### config.mk
export PLATFORM = sky130hd
export DESIGN_NAME = alu_vector_sequencer
export DESIGN_NICKNAME = d
export VERILOG_FILES = /design/src/rtl/alu_vector_sequencer_pkg.sv /design/src/rtl/alu_vector_sequencer_table.sv /design/src/rtl/alu_vector_sequencer.sv
export SDC_FILE = /design/constraint.sdc
export NUM_CORES = 1
export LEC_CHECK = 0
export ABC_CLOCK_PERIOD_IN_PS = 2700
export BUFFER_PORTS_ARGS = -buffer_cell sky130_fd_sc_hd__buf_2
export CORE_ASPECT_RATIO = 1.25
export CORE_MARGIN = 2
export CORE_UTILIZATION = 45
export CTS_CLUSTER_DIAMETER = 60
export DETAILED_ROUTE_END_ITERATION = 8
export HOLD_SLACK_MARGIN = 0.02
export MAX_ROUTING_LAYER = met4
export PLACE_DENSITY = 0.67
export SETUP_SLACK_MARGIN = 0.2
export SLEW_MARGIN = 30
export SYNTH_ARGS = -nofsm -noshare
export SYNTH_HDL_FRONTEND = slang
export SYNTH_SLANG_ARGS = --single-unit
### constraint.sdc
create_clock -name clk -period 2.7 [get_ports clk]
set_input_delay 0.405 -clock clk [delete_from_list [all_inputs] [get_ports clk]]
set_output_delay 0.405 -clock clk [all_outputs]
set_load 0.01 [all_outputs]
### src/rtl/alu_vector_sequencer_pkg.sv
// ---------------------------------------------------------------------------
// alu_vector_sequencer_pkg
// Shared definitions for the ALU self-test sequencer:
//   - seq_state_t : sequencer FSM state encoding
//   - SEL_*       : the four ALU select codes carried in each vector
//   - *_lsb()     : bit offsets of the fields inside a packed vector
//                   {A[W-1:0], B[W-1:0], S[1:0], EXP[W-1:0]}
// ---------------------------------------------------------------------------
package alu_vector_sequencer_pkg;

    typedef enum logic [2:0] {
        ST_IDLE   = 3'd0,
        ST_LOAD   = 3'd1,
        ST_SETTLE = 3'd2,
        ST_CHECK  = 3'd3,
        ST_FINISH = 3'd4
    } seq_state_t;

    // ALU select codes. The sequencer forwards S untouched; these name the
    // encodings a vector table may contain.
    localparam logic [1:0] SEL_OP0 = 2'b00;
    localparam logic [1:0] SEL_OP1 = 2'b01;
    localparam logic [1:0] SEL_OP2 = 2'b10;
    localparam logic [1:0] SEL_OP3 = 2'b11;

    // Field offsets within a (3W+2)-bit vector word.
    function automatic int exp_lsb(input int w);
        return 0;
    endfunction

    function automatic int sel_lsb(input int w);
        return w;
    endfunction

    function automatic int b_lsb(input int w);
        return w + 2;
    endfunction

    function automatic int a_lsb(input int w);
        return 2 * w + 2;
    endfunction

endpackage

### src/rtl/alu_vector_sequencer_table.sv
// ---------------------------------------------------------------------------
// alu_vector_table
// DEPTH x VW register file holding the test vectors. One synchronous write
// port, one asynchronous read port. Contents are intentionally not reset so a
// table survives a sequencer reset.
// Ports:
//   clk    in  clock
//   we     in  write enable (one entry per cycle)
//   waddr  in  write address
//   wdata  in  write data
//   raddr  in  read address
//   rdata  out read data (combinational)
// ---------------------------------------------------------------------------
module alu_vector_table #(
    parameter int VW    = 14,
    parameter int DEPTH = 8
) (
    input  logic                     clk,
    input  logic                     we,
    input  logic [$clog2(DEPTH)-1:0] waddr,
    input  logic [VW-1:0]            wdata,
    input  logic [$clog2(DEPTH)-1:0] raddr,
    output logic [VW-1:0]            rdata
);

    logic [VW-1:0] mem [DEPTH];

    always_ff @(posedge clk) begin
        if (we) begin
            mem[waddr] <= wdata;
        end
    end

    assign rdata = mem[raddr];

endmodule

### src/rtl/alu_vector_sequencer.sv
// ---------------------------------------------------------------------------
// alu_vector_sequencer
// Self-test engine for a W-bit ALU. Holds a table of {A,B,S,EXP} vectors,
// drives each onto the ALU inputs, waits SETTLE cycles, compares the ALU
// result against EXP and keeps pass/fail counts plus the first failing index.
// Ports:
//   clk, rst           clock, synchronous active-high reset
//   vec_we/addr/data   table write port (honoured only while idle)
//   num_vec            number of vectors to run, sampled on start (clamped)
//   start              begin a run (accepted only while idle)
//   alu_a/alu_b/alu_s  registered drive to the ALU
//   alu_y              ALU result fed back
//   busy, done         run in progress / one-cycle end-of-run pulse
//   pass_cnt/fail_cnt  result counters for the current/last run
//   first_fail         index of the first mismatching vector
//   fail_seen          at least one mismatch in the current/last run
// Handshake: start is a level sampled on a clock edge while idle; a run is
// reported finished by exactly one cycle of done with busy already low.
// ---------------------------------------------------------------------------
module alu_vector_sequencer
    import alu_vector_sequencer_pkg::*;
#(
    parameter int W      = 4,
    parameter int DEPTH  = 8,
    parameter int SETTLE = 2
) (
    input  logic                     clk,
    input  logic                     rst,
    input  logic                     vec_we,
    input  logic [$clog2(DEPTH)-1:0] vec_addr,
    input  logic [3*W+1:0]           vec_data,
    input  logic [$clog2(DEPTH):0]   num_vec,
    input  logic                     start,
    output logic [W-1:0]             alu_a,
    output logic [W-1:0]             alu_b,
    output logic [1:0]               alu_s,
    input  logic [W-1:0]             alu_y,
    output logic                     busy,
    output logic                     done,
    output logic [$clog2(DEPTH):0]   pass_cnt,
    output logic [$clog2(DEPTH):0]   fail_cnt,
    output logic [$clog2(DEPTH)-1:0] first_fail,
    output logic                     fail_seen
);

    localparam int AW    = $clog2(DEPTH);
    localparam int CW    = AW + 1;
    localparam int VW    = 3 * W + 2;
    localparam int SCW   = $clog2(SETTLE + 1);
    localparam int A_LSB = a_lsb(W);
    localparam int B_LSB = b_lsb(W);
    localparam int S_LSB = sel_lsb(W);
    localparam int E_LSB = exp_lsb(W);

    seq_state_t      state;
    seq_state_t      next_state;
    logic [AW-1:0]   idx;
    logic [CW-1:0]   num_q;
    logic [W-1:0]    exp_q;
    logic [SCW-1:0]  settle_cnt;
    logic [VW-1:0]   rd_data;
    logic            table_we;
    logic            last_vec;
    logic            settle_done;

    alu_vector_table #(
        .VW    (VW),
        .DEPTH (DEPTH)
    ) u_table (
        .clk   (clk),
        .we    (table_we),
        .waddr (vec_addr),
        .wdata (vec_data),
        .raddr (idx),
        .rdata (rd_data)
    );

    assign last_vec    = ({1'b0, idx} == (num_q - CW'(1)));
    // SETTLE state holds SETTLE-1 cycles: counter runs 0 .. SETTLE-2.
    assign settle_done = (settle_cnt == SCW'(SETTLE - 2));

    // State register
    always_ff @(posedge clk) begin
        if (rst) begin
            state <= ST_IDLE;
        end else begin
            state <= next_state;
        end
    end

    // Next-state logic
    always_comb begin
        next_state = state;
        case (state)
            ST_IDLE: begin
                if (start) begin
                    next_state = (num_vec == '0) ? ST_FINISH : ST_LOAD;
                end
            end
            ST_LOAD:   next_state = (SETTLE > 1) ? ST_SETTLE : ST_CHECK;
            ST_SETTLE: begin
                if (settle_done) begin
                    next_state = ST_CHECK;
                end
            end
            ST_CHECK:  next_state = last_vec ? ST_FINISH : ST_LOAD;
            ST_FINISH: next_state = ST_IDLE;
            default:   next_state = ST_IDLE;
        endcase
    end

    // Outputs decoded from state
    always_comb begin
        busy     = (state == ST_LOAD) || (state == ST_SETTLE) || (state == ST_CHECK);
        done     = (state == ST_FINISH);
        // Table frozen during a run; a write landing on the start edge is
        // visible to the first LOAD since the read port is asynchronous.
        table_we = vec_we && (state == ST_IDLE);
    end

    // Datapath and scoreboard
    always_ff @(posedge clk) begin
        if (rst) begin
            alu_a      <= '0;
            alu_b      <= '0;
            alu_s      <= '0;
            exp_q      <= '0;
            idx        <= '0;
            num_q      <= '0;
            settle_cnt <= '0;
            pass_cnt   <= '0;
            fail_cnt   <= '0;
            first_fail <= '0;
            fail_seen  <= 1'b0;
        end else begin
            case (state)
                ST_IDLE: begin
                    if (start) begin
                        idx        <= '0;
                        num_q      <= (num_vec > CW'(DEPTH)) ? CW'(DEPTH) : num_vec;
                        pass_cnt   <= '0;
                        fail_cnt   <= '0;
                        first_fail <= '0;
                        fail_seen  <= 1'b0;
                    end
                end
                ST_LOAD: begin
                    alu_a      <= rd_data[A_LSB +: W];
                    alu_b      <= rd_data[B_LSB +: W];
                    alu_s      <= rd_data[S_LSB +: 2];
                    exp_q      <= rd_data[E_LSB +: W];
                    settle_cnt <= '0;
                end
                ST_SETTLE: begin
                    settle_cnt <= settle_cnt + SCW'(1);
                end
                ST_CHECK: begin
                    if (alu_y == exp_q) begin
                        pass_cnt <= pass_cnt + CW'(1);
                    end else begin
                        fail_cnt <= fail_cnt + CW'(1);
                        if (!fail_seen) begin
                            first_fail <= idx;
                            fail_seen  <= 1'b1;
                        end
                    end
                    if (!last_vec) begin
                        idx <= idx + AW'(1);
                    end
                end
                default: ;
            endcase
        end
    end

endmodule
==> summary.md <==
| Metric | Value |
|---|---|
| Clk sinks | `150` |
| RSZ-0062 raised after global routing | `false` |
| Total gr overflow | `0` |
| Sequential share of the synthesized area | `0.683` |
| Post-DP HPWL | `7900 µm` |
| Post-Place Cell Area | `between 6000 and 7000 µm²` |
| Total core area | `about 13,000 µm²` |
| Clock latency on the worst-skew pair | `about 410 ps` |
| CP Cell Sequence | `and3b_1 -> o41ai_2 -> buf_4 -> or3b_2 -> a31oi_1` |
| Hold WS | `~260 ps` |
| Post-CTS Repair Setup Buffers | `0` |
| Final setup TNS | `0 ps` |
| Crit path DAT | `2360 ps` |
| Root Driver | `clkbuf_16` |
| Yosys reg bits | `150` |
| Routing usage on met3 | `0.0494` |
| Syn Inst Count | `402` |
| CTS resizes | `0` |
| Peak supply drop | `slightly above 300 µV` |
| Fin. max-slew vios | `0` |
| Synth warn | `0` |
| First-pass GRT wire length | `about 20,000 µm` |
| DRC violations left | `0` |
| Routed vias/inst | `5.61` |
| Post-synth EDFFs | `112` |
| Setup WS post-layout | `between 600 and 700 ps` |
| Drt total wl | `around 13,000 µm` |
| Final setup violation count | `0` |
| Bufs and invs on worst path | `1` |
| Final Core Density | `0.544` |
| Register area | `roughly 4100 µm²` |
| Worst Hold Class | `in2reg` |
| LEAKAGE | `between 2 and 2.5 nW` |
| Ys flop type | `edfxtp_1` |
| Port buffer count | `52` |
| GRT busiest layer | `met2` |
| Final instance area | `about 7000 µm²` |
| Post-Place Cells | `just over 600` |
| Worst slack, placed | `roughly 590 ps` |
| Max cap viols | `0` |
| P per Cell Area | `about 750 nW/µm²` |
| Vias | `between 3,000 and 4,000` |
| Vias in the first global route | `around 3,700` |
| Post-Syn Area | `between 6000 and 7000 µm²` |
| Row cnt | `47` |
| Tightest Pin Transition | `about 670 ps` |
| Die width | `approximately 110 µm` |
| Starting DRT DRC Count | `248` |
| Area grow syn2layout | `18.5%` |
| Final count of hold timing violations | `0` |
| CTS tree | `built` |
| Multi-input gate area | `roughly 1800 µm²` |
| Status | `finished, final reports clean` |
| Crit-path max cell delay | `approximately 620 ps` |
| Startpoint types | `register` |
| Layout cell share with drive strength beyond 1 | `0.286` |
| Unique masters post-synth | `46` |
| Fmax | `0.494 GHz` |
| Antenna Violating Nets Remaining | `0` |
| Largest net degree at the start of global routing | `31` |
| GR Util met1 | `0.224` |
| Tot GR Track Use | `0.195` |
| Setup CP Type | `reg2reg` |
| Max clock buf depth | `2` |
| Count of hold-fix buffers inserted at cts | `0` |
| Most frequent cells in the layout | `edfxtp_1, buf_2, nand2_1, dfxtp_1, mux4_2` |
| Initial DRT Pass Iterations | `4` |
| Die area | `~14,000 µm²` |
| Non-filler cells, final | `approximately 650` |
| Final nets | `~500` |
| Wirelength per Cell | `19.6 µm` |
| Crit path max-delay cell type | `dfxtp_1` |
| Tmin final | `~2000 ps` |
| Final worst-path cycle share | `0.750` |
| Critical-path maximum fanout | `15` |
| Starting density of the core | `0.459` |
| Final Power | `roughly 5.4 mW` |
| Inserted Clock Buffers | `17` |
| Max-slew headroom | `0.556` |
| Crit. End Element | `register` |
| Final setup skew | `about 8.6 ps` |
| Reg clk slew, reported paths | `60 ps` |
| Required time of the critical path | `approximately 3000 ps` |
| Syn_nets | `436` |
| Syn_area_per_cell | `~15 µm²` |
| Async set-reset flop share out of synthesis | `0` |
| Die Y | `around 130 µm` |
| Met2 Use GR | `0.327` |
| CP top delay family | `simple AND/OR/NAND/NOR gates` |
| GPL Wtd Cong | `just under 0.8` |
| H-tree depth | `4` |
| Fillcell total | `about 1,100` |
| IO Count | `53` |
| Initial antenna violation count | `1` |
| Most common cell after layout, fill and taps aside | `edfxtp_1` |
-- logic make-up after synthesis --
kind of cell | share of synthesized area
multiplexers | 0.106
AND/OR/NAND/NOR | 0.0928
XOR/XNOR | 0.0139
flip-flops | 0.683
AO/OA/AOI/OAI | 0.0725
adder cells (fa/ha/maj) | 0.0104
buffers and inverters | 0.0215
-- worst paths after layout --
kind | start | end | depth (start not counted) | slack [ps]
worst max-delay path | state[0] | fail_cnt[2] | 5 | 680
worst min-delay path | vec_data[11] | u_table.mem[2][11] | 1 | 260
worst max register to register | state[0] | fail_cnt[2] | 5 | 680
worst min register to register | num_q[3] | num_q[3] | 2 | 480
-- final cells by class --
class / instances / share of cell area
multi-input combinational: 219 / 0.252
timing repair buffer: 70 / 0.0570
clock inverter: 12 / 0.0182
sequential: 150 / 0.576
clock buffer: 19 / 0.0619
inverter: 9 / 0.00472
antenna: 1 / 0.000349
tap: 171 / 0.0299
-- sequential cells by signal (all words and copies together), names as in the netlist --
signal	flops
first_fail	3
alu_b	4
u_table.mem	112
idx	3
pass_cnt	4
alu_a	4
num_q	4
state	3
exp_q	4
settle_cnt	2
alu_s	2
fail_cnt	4
fail_seen	1
-- power breakdown --
part | internal, mW | total, mW | switching [mW]
Combinational | 0.200 | 0.473 | 0.274
Clock | 1.38 | 2.28 | 0.900
Sequential | 2.58 | 2.65 | 0.0780
Total | 4.15 | 5.40 | 1.25
-- cell usage after synthesis, types with 3 or more instances --
cell type / instances / area (µm²)
clkbuf_1: 17 / 63.8
o21ai_0: 18 / 90.1
or4_1: 3 / 22.5
a21oi_1: 13 / 65.1
nand3_1: 11 / 55.1
nor4_1: 5 / 31.3
dfxtp_1: 38 / 761
and2_1: 3 / 18.8
a31oi_1: 17 / 106
inv_1: 9 / 33.8
or3_1: 4 / 25.0
nand2_1: 42 / 158
edfxtp_1: 112 / 3360
nor4b_1: 3 / 26.3
nand2b_1: 4 / 25.0
nand4_1: 3 / 18.8
mux4_2: 28 / 631
xor2_1: 5 / 43.8
ha_1: 5 / 62.6
nor3_1: 6 / 30.0
buf_2: 5 / 25.0
nand3b_1: 4 / 30.0
o2111ai_1: 3 / 26.3
o41ai_1: 4 / 35.0
nor2_1: 13 / 48.8
-- routing by layer --
| layer | routed length, µm | share of wire |
|---|---|---|
| met1 | 5250 | 0.41 |
| met2 | 6620 | 0.52 |
| met3 | 594 | 0.047 |
| met4 | 275 | 0.022 |
| met5 | 0 | 0 |
-- worst register-to-register path, delay by kind of cell (launching register included) --
kind,cells,cell delay (ps)
buf+inv,1,200
simple gates,2,840
compound gates,2,280
flops,1,620
(Power assumes the default switching activity.)
